### src/rtl/and_ic_pkg.sv
`default_nettype none
// ============================================================================
//  Module   : and_ic_pkg
//  Purpose  : Shared constants for the quad 2-input AND gate input stage:
//             channel count, default debounce length and operand bit indices.
//  Revision : 1.0  initial release
// ============================================================================
package and_ic_pkg;

    // One channel per operand pin: four gates, two operands each.
    localparam int AND_IC_CHANNELS         = 8;

    // Default number of synchronised cycles a new level must persist.
    localparam int DEFAULT_DEBOUNCE_CYCLES = 16;

    // Operand bit positions within the debounced bus (bit 2k = kA, 2k+1 = kB).
    localparam int GATE1_A = 0;
    localparam int GATE1_B = 1;
    localparam int GATE2_A = 2;
    localparam int GATE2_B = 3;
    localparam int GATE3_A = 4;
    localparam int GATE3_B = 5;
    localparam int GATE4_A = 6;
    localparam int GATE4_B = 7;

endpackage
`default_nettype wire

### src/rtl/debounce_channel.sv
`default_nettype none
// ============================================================================
//  Module   : debounce_channel
//  Purpose  : Single-bit 2-flop synchroniser followed by a saturating
//             counter debouncer with one-cycle rise/fall strobes.
//  Revision : 1.0  initial release
// ============================================================================
module debounce_channel #(
    parameter int DEBOUNCE_CYCLES = 16,
    parameter int CNT_W           = $clog2(DEBOUNCE_CYCLES)
) (
    input  logic clk,
    input  logic rst,
    input  logic en,
    input  logic raw,
    output logic clean,
    output logic rise,
    output logic fall,
    output logic idle
);

    // Terminal count: a mismatch seen at this count is accepted on this edge.
    localparam logic [CNT_W-1:0] CNT_MAX = CNT_W'(DEBOUNCE_CYCLES - 1);

    logic             s1;
    logic             s2;
    logic [CNT_W-1:0] cnt;

    // Synchronise the pin, then count consecutive mismatches against the
    // accepted level; any return to the accepted level restarts the count.
    always_ff @(posedge clk) begin
        if (rst) begin
            s1    <= 1'b0;
            s2    <= 1'b0;
            cnt   <= '0;
            clean <= 1'b0;
            rise  <= 1'b0;
            fall  <= 1'b0;
        end else begin
            // Synchroniser runs regardless of enable.
            s1   <= raw;
            s2   <= s1;
            // Strobes last a single cycle; disabled cycles also squash them.
            rise <= 1'b0;
            fall <= 1'b0;
            if (en) begin
                if (s2 == clean) begin
                    cnt <= '0;
                end else if (cnt == CNT_MAX) begin
                    clean <= s2;
                    cnt   <= '0;
                    rise  <= s2;
                    fall  <= ~s2;
                end else begin
                    cnt <= cnt + CNT_W'(1);
                end
            end
        end
    end

    // Channel is settled when the synced pin agrees and nothing is counting.
    always_comb begin
        idle = (s2 == clean) && (cnt == '0);
    end

endmodule
`default_nettype wire

### src/rtl/and_ic_input_debouncer.sv
`default_nettype none
// ============================================================================
//  Module   : and_ic_input_debouncer
//  Purpose  : Conditions the raw operand pins of the quad AND gate: per-bit
//             synchroniser + debouncer, edge strobes and an all-settled flag.
//  Revision : 1.0  initial release
// ============================================================================
module and_ic_input_debouncer
    import and_ic_pkg::*;
#(
    parameter int WIDTH           = AND_IC_CHANNELS,
    parameter int DEBOUNCE_CYCLES = DEFAULT_DEBOUNCE_CYCLES
) (
    input  logic             clk,
    input  logic             rst,
    input  logic             en,
    input  logic [WIDTH-1:0] raw_in,
    output logic [WIDTH-1:0] clean_out,
    output logic [WIDTH-1:0] rise,
    output logic [WIDTH-1:0] fall,
    output logic             changed,
    output logic             stable
);

    // Counter width follows the debounce length; not independently tunable.
    localparam int CNT_W = $clog2(DEBOUNCE_CYCLES);

    logic [WIDTH-1:0] idle;

    // One independent debouncer per operand pin.
    for (genvar i = 0; i < WIDTH; i++) begin : g_chan
        debounce_channel #(
            .DEBOUNCE_CYCLES (DEBOUNCE_CYCLES),
            .CNT_W           (CNT_W)
        ) u_chan (
            .clk   (clk),
            .rst   (rst),
            .en    (en),
            .raw   (raw_in[i]),
            .clean (clean_out[i]),
            .rise  (rise[i]),
            .fall  (fall[i]),
            .idle  (idle[i])
        );
    end

    // Summary flags are derived purely from registered channel state.
    always_comb begin
        changed = |(rise | fall);
        stable  = &idle;
    end

endmodule
`default_nettype wire

### config.mk
export PLATFORM = sky130hd
export DESIGN_NAME = and_ic_input_debouncer
export DESIGN_NICKNAME = d
export VERILOG_FILES = /design/src/rtl/and_ic_pkg.sv /design/src/rtl/debounce_channel.sv /design/src/rtl/and_ic_input_debouncer.sv
export SDC_FILE = /design/constraint.sdc
export NUM_CORES = 1
export LEC_CHECK = 0
export BUFFER_PORTS_ARGS = -buffer_cell sky130_fd_sc_hd__buf_2
export CAP_MARGIN = 20
export CORE_UTILIZATION = 44
export DETAILED_ROUTE_END_ITERATION = 8
export GPL_TIMING_DRIVEN = 0
export MAX_ROUTING_LAYER = met4
export PLACE_DENSITY = 0.69
export RECOVER_POWER = 25
export SLEW_MARGIN = 20
export SYNTH_ARGS = -nofsm -noshare
export SYNTH_HDL_FRONTEND = slang
export SYNTH_HIERARCHICAL = 1
export SYNTH_SLANG_ARGS = --single-unit
export TNS_END_PERCENT = 10
### constraint.sdc
create_clock -name clk -period 2.4 [get_ports clk]
set_input_delay 0.36 -clock clk [delete_from_list [all_inputs] [get_ports clk]]
set_output_delay 0.36 -clock clk [all_outputs]
set_load 0.02 [all_outputs]
==> results.ini <==
[logic_synthesis]
ys_seq_area_share_pct=47.1
syn_inst=336
synth_top_family_by_area=simple AND/OR/NAND/NOR gates
yosysUniqueCellTypes=19
yosys.cell_count.top_type=dfxtp_1
synthTopCellsByCount=dfxtp_1 (72), a21oi_1 (40), nand2_1 (24), nor4b_1 (24), nand4_1 (19)
yosys.area_share.simple_pct=27.7
yosysWarningCount=6
synth_area_leaders=dfxtp_1 (47%), nor4b_1 (6.9%), a21oi_1 (6.5%), ha_1 (6.5%), nand4_1 (3.9%)
synthAdderAreaFrac_pct=6.54
synthXorXnorAreaFrac_pct=2.29
ys_async_sr_fraction_pct=0
synthesis.area_um2=3060
synth_compound_area_share_pct=9.81
avgSynthCellArea_um2=9.11
yosysTopAreaCell=dfxtp_1
synth_top_flop_cell=dfxtp_1
synth.area.mux_share_pct=2.62
synth-seq-cells=72
synth_top_area_share_pct=47.1
syn_nets=363
synth_edf_count=0

[clock_network]
root_buffer=clkbuf_8
cts_buffers=9
clock-sinks=72
cts.clk_slew.worst_paths_ps=70
clk_latency_ps=340
ctsHoldBuffers=0
cts_max_path_buffers=2
ctsHtreeMaxLevel=3
cts_tree=built

[global_route]
grt_overflow=0
grt_util_all_layers_pct=18.6
grt_pass1_vias=2338
grt_pass1_wl_mm=10.4
grt_max_degree=57
antenna_found_initial=0

[finish]
multi_input_area_um2=1510
drive_gt1_share_pct=13.0
seqCellArea_um2=1440
fill_cells=625
fin_nets=409
area_growth_pct=15.6
finalInstanceArea_um2=3540
antennaDiodeCount=0

[floorplanning]
start_util_pct=45.3
die-area_um2=7290
die_h_um=85.4
ios=37
core-area_um2=6760
rows=30
die_w_um=85.4

[critical_path]
crit_slowest_cell=nor4b_2
crit_path_end_kind=primary output
path_class=flip-flop to primary output
cp.arrival_ps=1830
crit_path_start_kind=flip-flop
required_ps=2040
worst-path-buf-inv=1
path_cells=xor2_1 -> nor4b_2 -> nand4_1 -> nor2_1 -> buf_2
crit_family=simple AND/OR/NAND/NOR gates
slowest_delay_ps=360
path_max_fanout=5

[sta]
setup_viol=0
slew_headroom_pct=40.7
tightest_slew_ps=890
fin_skew_ps=5.29
setup_tns_ps=0
rsz0062_at_grt=false
finalCriticalPeriod_ps=2190
drv_slew=0
clock.fmax_ghz=0.456
hold_viol=0
finalCritPeriodShare_pct=91.4

[status]
outcome=completed

[placed_design]
dpl.hpwl_mm=4.20
port_buffers=35
postPlaceCellArea_um2=3340
place_congestion=0.823

[pwr]
power_density_nw_per_um2=654
vdd_drop_max_v=0.000312
p_leak_nw=1.41

[drt]
wl_per_cell_um=13.0
drtPass1Iterations=4
totalWireLength_mm=6.07
ant_nets=0
vias_per_cell=5.58
drc=0
vias=2601
drt_iter0_markers=106

[run]
drv_cap=0

[hold_path]
hp-class=input pin to flip-flop

-- per-layer routing --
metal | routed length [um] | vias to the layer above | global-route usage (%) | part of all wire, %
li1 | - | 1317 | - | -
met1 | 2900 | 1209 | 23.3 | 48
met2 | 2730 | 62 | 28.3 | 45
met3 | 291 | 13 | 3.60 | 4.8
met4 | 144 | 0 | 9.85 | 2.4
met5 | 0 | - | - | 0
-- registers in the layout (all words and copies together) (netlist names) --
signal	count
g_chan.u_chan/s2	8
g_chan.u_chan/rise	8
g_chan.u_chan/s1	8
g_chan.u_chan/fall	8
g_chan.u_chan/cnt	32
g_chan.u_chan/clean	8
-- cell families after synthesis --
group,after synthesis
XOR/XNOR,8
flip-flops,72
adder cells (fa/ha/maj),16
AO/OA/AOI/OAI,56
AND/OR/NAND/NOR,144
buffers and inverters,32
multiplexers,8
-- what timing repair did --
action,in CTS,in global routing
endpoints found under the setup margin,0,1
resized for setup,0,1
buffers inserted,0,0
-- final timing paths --
path	slack, ps	startpoint	cells after the start	endpoint
worst min register to register	440	g_chan[5].u_chan/s1$_SDFF_PP0_	1	g_chan[5].u_chan/s2$_SDFF_PP0_
worst min-delay path	220	raw_in[6]	2	g_chan[6].u_chan/s1$_SDFF_PP0_
worst max register to register	1100	g_chan[3].u_chan/cnt[0]$_SDFFE_PP0P_	3	g_chan[3].u_chan/fall$_SDFF_PP0_
worst max-delay path	210	g_chan[6].u_chan/clean$_SDFFE_PP0P_	5	stable
-- through the flow --
stage	hold slack (ps)	total power [W]	setup slack, ps	util, %	instances
after detailed placement	425	0.00135	464	49.4	451
after floorplan	414	0.00131	685	-	336
final	223	0.00231	207	52.4	466
after CTS	211	0.00234	144	52.4	466
after global placement	418	0.00135	513	49.4	451
after global routing	221	0.00241	52.2	52.4	466
-- power by group --
part           internal, W  switching (W)  total (W)
Clock             0.000560       0.000426   0.000987
Sequential         0.00121      0.0000110    0.00122
Combinational    0.0000365      0.0000686   0.000105
-- area by class of cell --
class | count | share of cell area (%)
flip-flops and latches | 72 | 40.7
clock buffers | 13 | 4.77
clock inverters | 2 | 1.06
well taps | 80 | 2.83
multi-input cells | 232 | 42.5
repair buffers | 35 | 4.67
inverters | 24 | 2.55
plain buffers | 8 | 0.849
-- cell usage in the layout (no fill, tap or decap), drive strengths merged --
| cell | instances |
|---|---|
| and3 | 8 |
| nand3 | 16 |
| nor4b | 24 |
| a211oi | 8 |
| nand2 | 24 |
| dfxtp | 72 |
| buf | 27 |
| inv | 24 |
| o21ai | 8 |
| nor2 | 17 |
| bufinv | 1 |
| ha | 16 |
| xor2 | 8 |
| nor2b | 16 |
| nor4 | 12 |
| a21oi | 40 |
| or4 | 8 |
| nand4 | 19 |
| clkinvlp | 1 |
| clkbuf | 29 |
| mux2i | 8 |
Power figures use the tool's default switching activity.
